`config.mk`:
```
export PLATFORM = sky130hd
export DESIGN_NAME = switch_debounce
export DESIGN_NICKNAME = d
export VERILOG_FILES = /design/src/rtl/switch_debounce.sv
export SDC_FILE = /design/constraint.sdc
export NUM_CORES = 1
export LEC_CHECK = 0
export CORE_UTILIZATION = 52
export CTS_BUF_LIST = sky130_fd_sc_hd__clkbuf_4 sky130_fd_sc_hd__clkbuf_8
export DETAILED_ROUTE_END_ITERATION = 10
export PLACE_DENSITY = 0.8
export SKIP_LAST_GASP = 1
export SYNTH_ARGS = -nofsm -noshare
export SYNTH_HDL_FRONTEND = slang
export SYNTH_SLANG_ARGS = --single-unit
```
`constraint.sdc`:
```
create_clock -name sysclk -period 2 [get_ports sysclk]
set_input_delay 0.6 -clock sysclk [delete_from_list [all_inputs] [get_ports sysclk]]
set_output_delay 0.6 -clock sysclk [all_outputs]
set_load 0.1 [all_outputs]
```
`src/rtl/switch_debounce.sv`:
```
// Debounces a raw asynchronous switch input into a clean level on sysclk.
// Also produces one-cycle rise/fall pulses and a busy flag while a change is being timed.
module switch_debounce #(
    parameter int   N         = 8,
    parameter logic RESET_VAL = 1'b0
) (
    input  logic         sysclk,
    input  logic         reset,
    input  logic [N-1:0] max_value,
    input  logic         signal_i,
    output logic         signal_o,
    output logic         rise_o,
    output logic         fall_o,
    output logic         busy_o
);

    logic         sync1_q, sync2_q;
    logic [N-1:0] cnt_q, cnt_d;
    logic         sig_q, sig_d;
    logic         sig_dly_q;

    // NOTE: every next-state signal gets a default before any branch, so no latch is inferred.
    always_comb begin
        cnt_d = cnt_q;
        sig_d = sig_q;
        if (sync2_q == sig_q) begin
            cnt_d = '0;
        end else if (cnt_q >= max_value) begin
            sig_d = sync2_q;
            cnt_d = '0;
        end else begin
            cnt_d = cnt_q + 1'b1;
        end
    end

    // NOTE: state registers use non-blocking assignments so that all flops update together.
    // NOTE: the synchroniser flops are reset as well, so the filter never sees X out of reset.
    always_ff @(posedge sysclk or posedge reset) begin
        if (reset) begin
            sync1_q   <= RESET_VAL;
            sync2_q   <= RESET_VAL;
            cnt_q     <= '0;
            sig_q     <= RESET_VAL;
            sig_dly_q <= RESET_VAL;
        end else begin
            sync1_q   <= signal_i;
            sync2_q   <= sync1_q;
            cnt_q     <= cnt_d;
            sig_q     <= sig_d;
            sig_dly_q <= sig_q;
        end
    end

    // Edge pulses compare the level with its delayed copy, so they last exactly one cycle.
    assign signal_o = sig_q;
    assign rise_o   = sig_q & ~sig_dly_q;
    assign fall_o   = ~sig_q & sig_dly_q;
    assign busy_o   = (cnt_q != '0);

endmodule

```
-- Word level (Yosys, flattened, before mapping)
Index checks and enable logic that the tools add are counted.
- flip-flop bits (word level): 12
- bits in latches: 0
- bits in writable memories: 0
- bits in read-only memories: 0
- input port bits: 11
- output and inout port bits: 4
- word-level logic and storage cells: 17
- memories kept: 0
- $add $sub $neg: 1
- multipliers: 0
- div/mod/pow operators: 0
- order comparisons: 1
- eq/ne operators: 1
- shift-type cells: 0
- multiplexer cells: 2
- bitwise gates (word level): 5
- reduce and logical (&&, ||, !) cells: 2
- operator list (kind ; number):
    two-way mux 8 bit ; 2
    adder 8 x 1 -> 8 bit (second input constant) ; 1
    greater-or-equal comparator 8 bit ; 1
    nonzero test 8 bit ; 1
    inverter 1 bit ; 3
    AND 1 bit ; 2
    AND reduction 2 bit ; 1
    == test 1 bit ; 1

-- Logic depth before layout (Yosys ltp)
Gate-level depths: netlist of run 1.
- word-level depth: 3
- gate-level depth with buffers: 6
- gate-level depth less buffers: 6

-- Least setup slack after synthesis of run 1
No wires, ideal clock.
- kind: register to output
- from: register sig_q (netlist: signal_o)
- to: output port rise_o
- arrival: 2417 ps
- required time: 1400 ps
- slack: -1017 ps
- cell stages (with the launch flop): 2
- buffers on the path: 0
- cells stage by stage: dfrtp_1 -> nor2b_1
- longest elaborated chain between the ends: 1
- RTL lines (item ; RTL line ; RTL):
    start, declared ; 19 ; logic sig_q, sig_d;
    start signal, assigned ; 49 ; sig_q <= sig_d;
    AND 1 bit ; 56 ; assign rise_o = sig_q & ~sig_dly_q;
    end, declared ; 12 ; output logic rise_o,
No other way between the ends.

-- Final worst setup path of run 1
- from: input port max_value[2]
- to: register sig_q (netlist: signal_o)
- longest elaborated chain between the ends: 2
- RTL lines (item ; RTL line ; RTL):
    start, declared ; 9 ; input logic [N-1:0] max_value,
    greater-or-equal comparator 8 bit ; 28 ; end else if (cnt_q >= max_value) begin
    AND reduction 2 bit (no line) ; -- ;
No other way between the ends.
A chain may end at the register's enable or synchronous reset.

==> results of run 1 <==
-- power by group through the flow --
| stage | Clock [mW] | Sequential (mW) | Combinational [mW] |
|---|---|---|---|
| 6_report | 0.169 | 0.373 | 0.940 |
| 5_1_grt | 0.185 | 0.379 | 0.982 |
| 4_1_cts | 0.171 | 0.363 | 0.852 |
| 3_5_place_dp | 0 | 0.366 | 0.819 |
| 3_3_place_gp | 0 | 0.363 | 0.807 |
| 2_1_floorplan | 0 | 0.421 | 0.470 |
-- kinds of logic (layout without fill, tap and decap cells) --
| family | Yosys count | in the layout | share of synthesized area (%) |
|---|---|---|---|
| AOI/OAI and AO/OA | 8 | 9 | 10.30 |
| xor gates and xnor gates | 7 | 7 | 8.140 |
| adders and majority gates | 10 | 10 | 16.61 |
| buffers and inverters | 12 | 37 | 5.980 |
| DFF | 12 | 12 | 39.87 |
| and+or+nand+nor | 26 | 26 | 19.10 |
-- through the flow --
| step | hold WS, ns | utilization (%) | setup slack (ns) | area (um2) | setup TNS [ns] |
|---|---|---|---|---|---|
| 4_1_cts | 0.3715 | 80.53 | -0.02254 | 1061 | -0.05846 |
| 3_5_place_dp | 0.3570 | 74.45 | -0.3168 | 980.9 | -2.579 |
| 2_1_floorplan | 0.3312 | - | 0.04184 | 774.5 | 0 |
| 6_report | 0.3544 | 89.84 | -0.02611 | 1184 | -0.02611 |
| 3_3_place_gp | 0.3340 | 74.45 | -0.2557 | 980.9 | -2.013 |
| 5_1_grt | 0.3680 | 89.84 | -0.07018 | 1184 | -0.1169 |
-- placed cells by master (no fill, tap or decap), types with 4 or more instances in the layout --
cell / count
sky130_fd_sc_hd__inv_1: 11
sky130_fd_sc_hd__dfrtp_1: 9
sky130_fd_sc_hd__clkdlybuf4s50_1: 9
sky130_fd_sc_hd__ha_1: 8
sky130_fd_sc_hd__nor3_2: 7
sky130_fd_sc_hd__buf_4: 6
sky130_fd_sc_hd__xor2_1: 5
sky130_fd_sc_hd__nand3_1: 4
sky130_fd_sc_hd__clkbuf_4: 4
sky130_fd_sc_hd__buf_12: 4
-- timing repair --
| action | CTS | global route |
|---|---|---|
| gates cloned | 1 | 0 |
| pin swaps | 1 | 9 |
| resized for setup | 3 | 20 |
| hold endpoints to repair | 0 | 0 |
| endpoints found under the setup margin | 7 | 10 |
| setup buffers | 2 | 4 |
-- registers in the layout, indices dropped and copies added, names as in the netlist --
name and flops:
sync2_q 1, cnt_q 8, signal_o 1, sync1_q 1, sig_dly_q 1
-- cell type report --
class                   count  area (um2)  share of cell area [%]
flip-flops and latches     12       304.0                   25.69
clock buffers               4       30.03                   2.537
multi-input cells          52       546.8                   46.19
repair buffers             21       239.0                   20.19
inverters                  12       45.04                   3.805
well taps                  15       18.77                   1.586
-- layer usage --
layer	share of wire [%]	routed length, um	up-vias
met5	0	0	-
met4	2.3	45	0
met3	6.0	116	6
met2	53	1035	27
met1	38	743	303
li1	-	-	314
-- worst min-delay path by stage --
stage | endpoint | slack, ns | from
after floorplan | sync2_q$_DFF_PP0_ | 0.33 | sync1_q$_DFF_PP0_
after global placement | sync2_q$_DFF_PP0_ | 0.33 | sync1_q$_DFF_PP0_
after detailed placement | sync2_q$_DFF_PP0_ | 0.36 | sync1_q$_DFF_PP0_
after CTS | sync2_q$_DFF_PP0_ | 0.37 | sync1_q$_DFF_PP0_
after global routing | sync2_q$_DFF_PP0_ | 0.37 | sync1_q$_DFF_PP0_
final | sync2_q$_DFF_PP0_ | 0.35 | sync1_q$_DFF_PP0_
==> results summary, run 1 <==
The flow ran to the end, but the final reports show violations. The checks that failed: setup timing. The clock passes through at most 2 buffers. The clock sink total is 12. The number of placement rows is 13.

The weighted congestion at the end of routability-driven global placement came out at about 0.81. The path class of the lowest-slack min-delay path is register to register. The switching part of the total power is between 40% and 50%. Of all cell types, the one taking the most synthesized area is sky130_fd_sc_hd__dfrtp_1. Summed over all nets, the switching power comes to approximately 730 uW. The critical path goes through clkdlybuf4s50_1, inv_1, ha_4, buf_4, o211ai_2, buf_6, a31oi_4, o211ai_1. The post-layout total power came out at approximately 1.5 mW.

The core footprint came out at ~1300 um2. The cell area power density is between 1000 and 1500 nW/um2. 15 I/O pins were placed. The routing usage on met3 is under 10%. For this run the aggregate overflow at the end of global routing stands at 0. The number of distinct library cell variants in the gate-level netlist after synthesis came out at 22.

The final critical path takes up 101.3% of the cycle. STA puts the critical path data required time at about 2.2 ns. The maximum fanout along the worst path came out at 5. Port buffering added 14 buffers. The register-to-register path setup slack is between 0.3 and 0.4 ns. For this design the static power due to leakage is 0.5442 nW.

The critical-path cell with the highest stage delay is sky130_fd_sc_hd__clkdlybuf4s50_1. The met1 global-route usage is roughly 30%. By area the synthesized netlist is led by sky130_fd_sc_hd__dfrtp_1, sky130_fd_sc_hd__ha_1, sky130_fd_sc_hd__inv_1, sky130_fd_sc_hd__xor2_1, sky130_fd_sc_hd__nor3_1. The overall die width came out at ~40 um. Max-cap violations in this run came to 0. The post-DP HPWL came out at about 1.2 mm. The setup path with the least slack is of type input pin to register. The number of setup violations in the final report came out at 1. The layer flagged by global routing as most heavily used is met2. The average via count per standard cell is roughly 5.6. The count of inserted antenna diode cells is 0. The floorplan die height came out at about 40 um. The area added between synthesis and finish came out at 57.14%. The number of cells on the critical path came out at 8. Once the floorplan was initialized, standard cells occupied 57.17% of the core. Grouping stages by cell kind, the critical path spends the most delay in buffers and inverters. The endpoint identified for the worst register-to-register timing path is signal_o$_DFFE_PP0P_. The ratio of cells with drive above 1 in the final layout came out at 40.59%. The clock slew seen by the registers of the worst setup and hold paths came out at about 0.080 ns. The total number of vias is 650. The count of antenna-violating nets left after detailed routing is 0.

The async set or reset register ratio after synthesis is 100.0%. The share of total power dissipated in sequential elements is between 20% and 30%. The final critical path time including I/O delays and setup came out at a little over 2 ns. The mean area per synthesized cell is 10.04 um2. The number of register bits inferred by synthesis came out at 12.

The total of fill cells in the finished design came out at 53. In the routed design, unresolved DRC markers number 0. The TritonCTS clock tree is yes.

The number of enable flip-flop cells after synthesis is 0. In this run the critical register-to-register path is launched from cnt_q[7]$_DFF_PP0_. The arrival time reported for the critical path endpoint is 2.18 ns. The minimum setup slack in the final design is -0.02611 ns. The count of pins over their slew limit came out at 0.

The met2 usage in global routing came out at 46.37%. In this run the number of H-tree levels came out at 1. The final wirelength came out at 1.940 mm. The worst hold path stage count is 0. In this run the biggest area consumer among cell types represents approximately two fifths of the synthesized area. The non-filler instance count after layout is roughly 120. STA classifies the critical path startpoint as an input pin. The number of cells after detailed placement came out at 105. The TritonCTS buffer count is 3. The iteration-0 DRC count of the detailed router came out at 11. The worst-case reg-to-reg path depth is 6.

The net count of the finished layout is 123. The initial antenna violation count came out at 0. The first global-routing pass estimated about 2.7 mm of wire. Together, buffers and inverters on the worst path number 4. In this run, post-CTS hold repair placed 0 buffers. The total nets after synthesis is 96. Global routing used a little over a quarter of the available tracks. The portion of total power attributed to combinational logic came out at between 60% and 70%. The post-synthesis sequential area ratio came out at between 30% and 40%. Synthesis handed over a netlist of 75 instances. Following the worst setup path forward leads to its endpoint at signal_o$_DFFE_PP0P_. Setup repair after global routing could not meet its margin everywhere.

The number of global-route vias before repair is approximately 630. The die area is ~1600 um2. The actual transition at the worst max-transition pin is about 0.43 ns. The worst setup path startpoint is max_value[2]. The number of endpoints with negative hold slack in the final report is 0.

In this design, the stage delay of the slowest critical-path cell is roughly 0.46 ns. Derived from the worst setup path, the maximum achievable clock frequency is approximately 490 MHz. The proportion of power drawn by the clock network came out at between 10 and 15%. By count the netlist is led by sky130_fd_sc_hd__dfrtp_1, sky130_fd_sc_hd__inv_1, sky130_fd_sc_hd__ha_1, sky130_fd_sc_hd__nor3_1. In the final routed layout, each cell accounts on average for roughly 17 um. The worst setup path is captured at a register. The clock skew after layout came out at between 0.01 and 0.015 ns. CTS placed an instance of sky130_fd_sc_hd__clkbuf_4 at the clock tree root.

The number of warnings reported in the yosys synthesis log came out at 0. IR analysis of the VDD net gives a maximum drop of about 1200 uV. The internal power contribution is 755.2 uW.

The later pin in the worst-skew pair is clocked with a latency of 0.28 ns. The worst-case headroom to the max-slew limit came out at roughly 71%. Entering global routing, the biggest net connects 13 pins. The number of search-and-repair iterations in the first detailed-routing pass is 4. The netlist area before placement came out at 753.2 um2. The most common flop cell mapped by yosys is sky130_fd_sc_hd__dfrtp_1.
Note: power is estimated with default switching activity, not from simulation.
==> run 2: changes to the inputs <==
--- a/config.mk
+++ b/config.mk
@@ -8,6 +8,7 @@
 export CORE_UTILIZATION = 52
 export CTS_BUF_LIST = sky130_fd_sc_hd__clkbuf_4 sky130_fd_sc_hd__clkbuf_8
 export DETAILED_ROUTE_END_ITERATION = 10
+export MAX_ROUTING_LAYER = met4
 export PLACE_DENSITY = 0.8
 export SKIP_LAST_GASP = 1
 export SYNTH_ARGS = -nofsm -noshare
==> results of run 2 <==
No change in the layout: final DEF, timing and power equal those of run 1.
Main changes from that run: final weighted congestion in routability-driven placement 0.8050 -> 0.8168; wire length of the first global-routing pass 2725 um -> 2711 um; via count of the first global-routing pass 626 -> 630; overall routing resource usage 26.11% -> 26.75%; met1 usage 29.72% -> 29.37%
==> run 3: changes to the inputs <==
--- a/config.mk
+++ b/config.mk
@@ -5,11 +5,14 @@
 export SDC_FILE = /design/constraint.sdc
 export NUM_CORES = 1
 export LEC_CHECK = 0
+export CORE_MARGIN = 3
 export CORE_UTILIZATION = 52
 export CTS_BUF_LIST = sky130_fd_sc_hd__clkbuf_4 sky130_fd_sc_hd__clkbuf_8
 export DETAILED_ROUTE_END_ITERATION = 10
+export GPL_TIMING_DRIVEN = 1
 export MAX_ROUTING_LAYER = met4
 export PLACE_DENSITY = 0.8
+export REMOVE_ABC_BUFFERS = 1
 export SKIP_LAST_GASP = 1
 export SYNTH_ARGS = -nofsm -noshare
 export SYNTH_HDL_FRONTEND = slang
==> results summary, run 3 (synthesis results as in run 1) <==
The largest vdd supply drop was 1214 uV (-1.7%). The first global-routing pass estimated 2.711 mm of wire. The iteration-0 DRC count of the detailed router was 13 (+2).

The number of violations of the max-capacitance limit is 0 (unchanged). The worst-case headroom to the max-slew limit came out at 71.69% (+0.42 points). The clock skew after layout came out at 0.01438 ns (+0.003745 ns). The floorplan die height was 44.06 um (+10%). The number of buffer and inverter instances along the worst setup path came out at 1 (-3). The total global-route track usage came out at around a fifth. The register with the most flip-flops in the final layout is cnt_q.

The cell area power density came out at 1234 nW/um2 (-1.5%). The run finished with clean final reports. Grouping stages by cell kind, the critical path spends the most delay in flip-flops. The TritonCTS buffer count came out at 3 (unchanged).

The total number of vias is 666 (+2.5%). The maximum fanout along the worst path is 6 (+1). The number of global-route vias before repair is between 600 and 700. TritonCTS built the clock tree. The source-to-sink clock delay at the later pin of the worst-skew pair was 0.28 ns (about the same). The number of DRC violations after detailed routing was 0 (unchanged). The largest stage delay on the critical path came out at 0.46 ns (about the same). The sum of overflow across all layers after global routing came out at 0 (unchanged).

The root buffer selected by CTS is sky130_fd_sc_hd__clkbuf_4. The I/O pin count came out at 15 (unchanged). The weighted congestion at the end of routability-driven global placement came out at about 0.85. The average via count per standard cell is 5.791 (+3.4%). The number of buffers inserted by port buffering is 14 (unchanged). The initial antenna violation count is 0 (unchanged). The final cycle utilization of the critical path is 99.20% (-2.1 points).

The level count of the clock H-tree is 1 (unchanged). STA classifies the critical path endpoint as an output pin. The final critical path time including I/O delays and setup came out at 1.984 ns (-0.04214 ns). The post-DP HPWL is 1.215 mm (+5.2%). The final cell area excluding filler cells came out at 1182 um2 (-0.11%).

The number of endpoints with negative hold slack in the final report came out at 0 (unchanged). The core footprint came out at 1334 um2 (+1.2%). The post-detailed-placement cell area is 959.7 um2 (-2.2%). The clock sink total came out at 12 (unchanged). The maximum root-to-sink buffer count is 2 (unchanged). The mean routed wirelength per cell came out at 17.63 um (+5.4%).

The leakage power figure is 0.5465 nW (+0.41%). The number of placement rows came out at 13 (unchanged). The flip-flop count of the largest register after layout is 8 (unchanged). The clock slew seen by the registers of the worst setup and hold paths is 0.08 ns (about the same). The number of search-and-repair iterations in the first detailed-routing pass came out at 4 (unchanged). On the critical path, the stage with the largest delay is an instance of sky130_fd_sc_hd__dfrtp_2. The worst hold path belongs to the class register to register. The arrival time reported for the critical path endpoint is 1.38 ns (-0.80 ns). The count of pins over their slew limit came to 0 (unchanged).

In the layout the commonest cells are sky130_fd_sc_hd__inv_1, sky130_fd_sc_hd__dfrtp_1, sky130_fd_sc_hd__clkdlybuf4s50_1, sky130_fd_sc_hd__ha_1, sky130_fd_sc_hd__buf_4. Traced cell by cell, the critical path runs through nor4_2, nand3_1, buf_12. The die area came to 1941 um2 (+21%).

The pin count of the biggest net entering global routing is 13 (unchanged). The ratio of cells with drive above 1 in the final layout came out at 37.00% (-3.6 points). The initial standard-cell utilization of the core came to 56.47% (-0.70 points). The post-layout total power is 1.459 mW (-1.6%). The library cell used most frequently in the layout, excluding fill and tap cells, is sky130_fd_sc_hd__inv_1. The final wirelength came out at 2.027 mm (+4.5%). The worst endpoint required time came out at 1.40 ns (-0.75 ns). The overall die width came out at 44.06 um (+10%). The final design utilization is 88.65% (-1.2 points).

The net count of the finished layout came out at 122 (-0.81%). The area added between synthesis and finish is 56.98%. The count of inserted antenna diode cells came out at 0 (unchanged). STA classifies the critical path startpoint as a register.

The actual transition at the worst max-transition pin is 0.4242 ns (-0.006330 ns). The peak clock frequency supported by timing is 504.0 MHz (+2.1%). By startpoint and endpoint, the worst setup path is classified as register to output pin. The number of setup violations in the final report is 0 (-1). The count of antenna-violating nets left after detailed routing came to 0 (unchanged).
[run 3: cell count changes in the layout (fill, tap and decap cells not counted), moves of 2 or more]
cell	previous run	this run
sky130_fd_sc_hd__ha_4	2	4
sky130_fd_sc_hd__clkdlybuf4s50_1	9	7
sky130_fd_sc_hd__nor3_1	0	3
sky130_fd_sc_hd__nor3_2	7	4
sky130_fd_sc_hd__ha_1	8	6
sky130_fd_sc_hd__dlymetal6s2s_1	1	3
sky130_fd_sc_hd__nor2b_4	3	1
sky130_fd_sc_hd__nor2b_1	0	2
[run 3: final cells by class]
class                      count  area [um2]
tap                           15       18.77
multi-input combinational     52       545.5
sequential                    12       304.0
fill                          60       151.4
clock buffer                   4       36.28
inverter                      12       45.04
timing repair buffer          20       232.7
[run 3: per-layer routing]
metal / track usage, % / routed length [um]
met1: 22.96 / 807
met3: 6.911 / 112
met2: 34.30 / 1065
met4: 3.012 / 42
met5: - / 0
[run 3: worst paths after layout]
path	startpoint	endpoint	slack, ns	depth (start not counted)
max	cnt_q[3]$_DFF_PP0_	busy_o	0.02	3
min	sync1_q$_DFF_PP0_	sync2_q$_DFF_PP0_	0.33	0
max reg2reg	cnt_q[0]$_DFF_PP0_	cnt_q[7]$_DFF_PP0_	0.29	6
min reg2reg	sync1_q$_DFF_PP0_	sync2_q$_DFF_PP0_	0.33	0
max in group asynchronous	reset	cnt_q[2]$_DFF_PP0_	1.04	2
min in group asynchronous	reset	cnt_q[4]$_DFF_PP0_	0.62	2
[run 3: power by group]
group	internal, mW	total [mW]	switching (mW)
sequential	0.289	0.359	0.0694
combinational	0.351	0.910	0.559
clock	0.111	0.190	0.0792
total	0.751	1.46	0.708
[run 3: what timing repair did]
| action | in CTS | in global routing |
|---|---|---|
| hold buffers | 0 | 0 |
| endpoints found under the setup margin | 1 | 10 |
| hold endpoints to repair | 0 | 0 |
| buffers inserted | 0 | 5 |
| gates cloned | 1 | 0 |
| resized for setup | 8 | 18 |
| pin swaps | 3 | 11 |
[run 3: through the flow]
stage               TNS, ns  instances  hold WS, ns  setup WS, ns
detailed placement   -2.282        105       0.3347       -0.3016
finish                    0        115       0.3314       0.01603
floorplan            -1.925         75       0.3312        -1.017
CTS                       0        110       0.3451     0.0004002
global placement     -1.945        105       0.3343       -0.2681
global route        -0.1216        115       0.3436      -0.08629
[run 3: worst reg2reg max path: cells and delay by family, from the launching register on]
kind / cells / cell delay, ns
AOI/OAI and AO/OA: 2 / 0.37
DFF: 1 / 0.41
and+or+nand+nor: 2 / 0.46
buffers and inverters: 1 / 0.08
adders and majority gates: 1 / 0.31
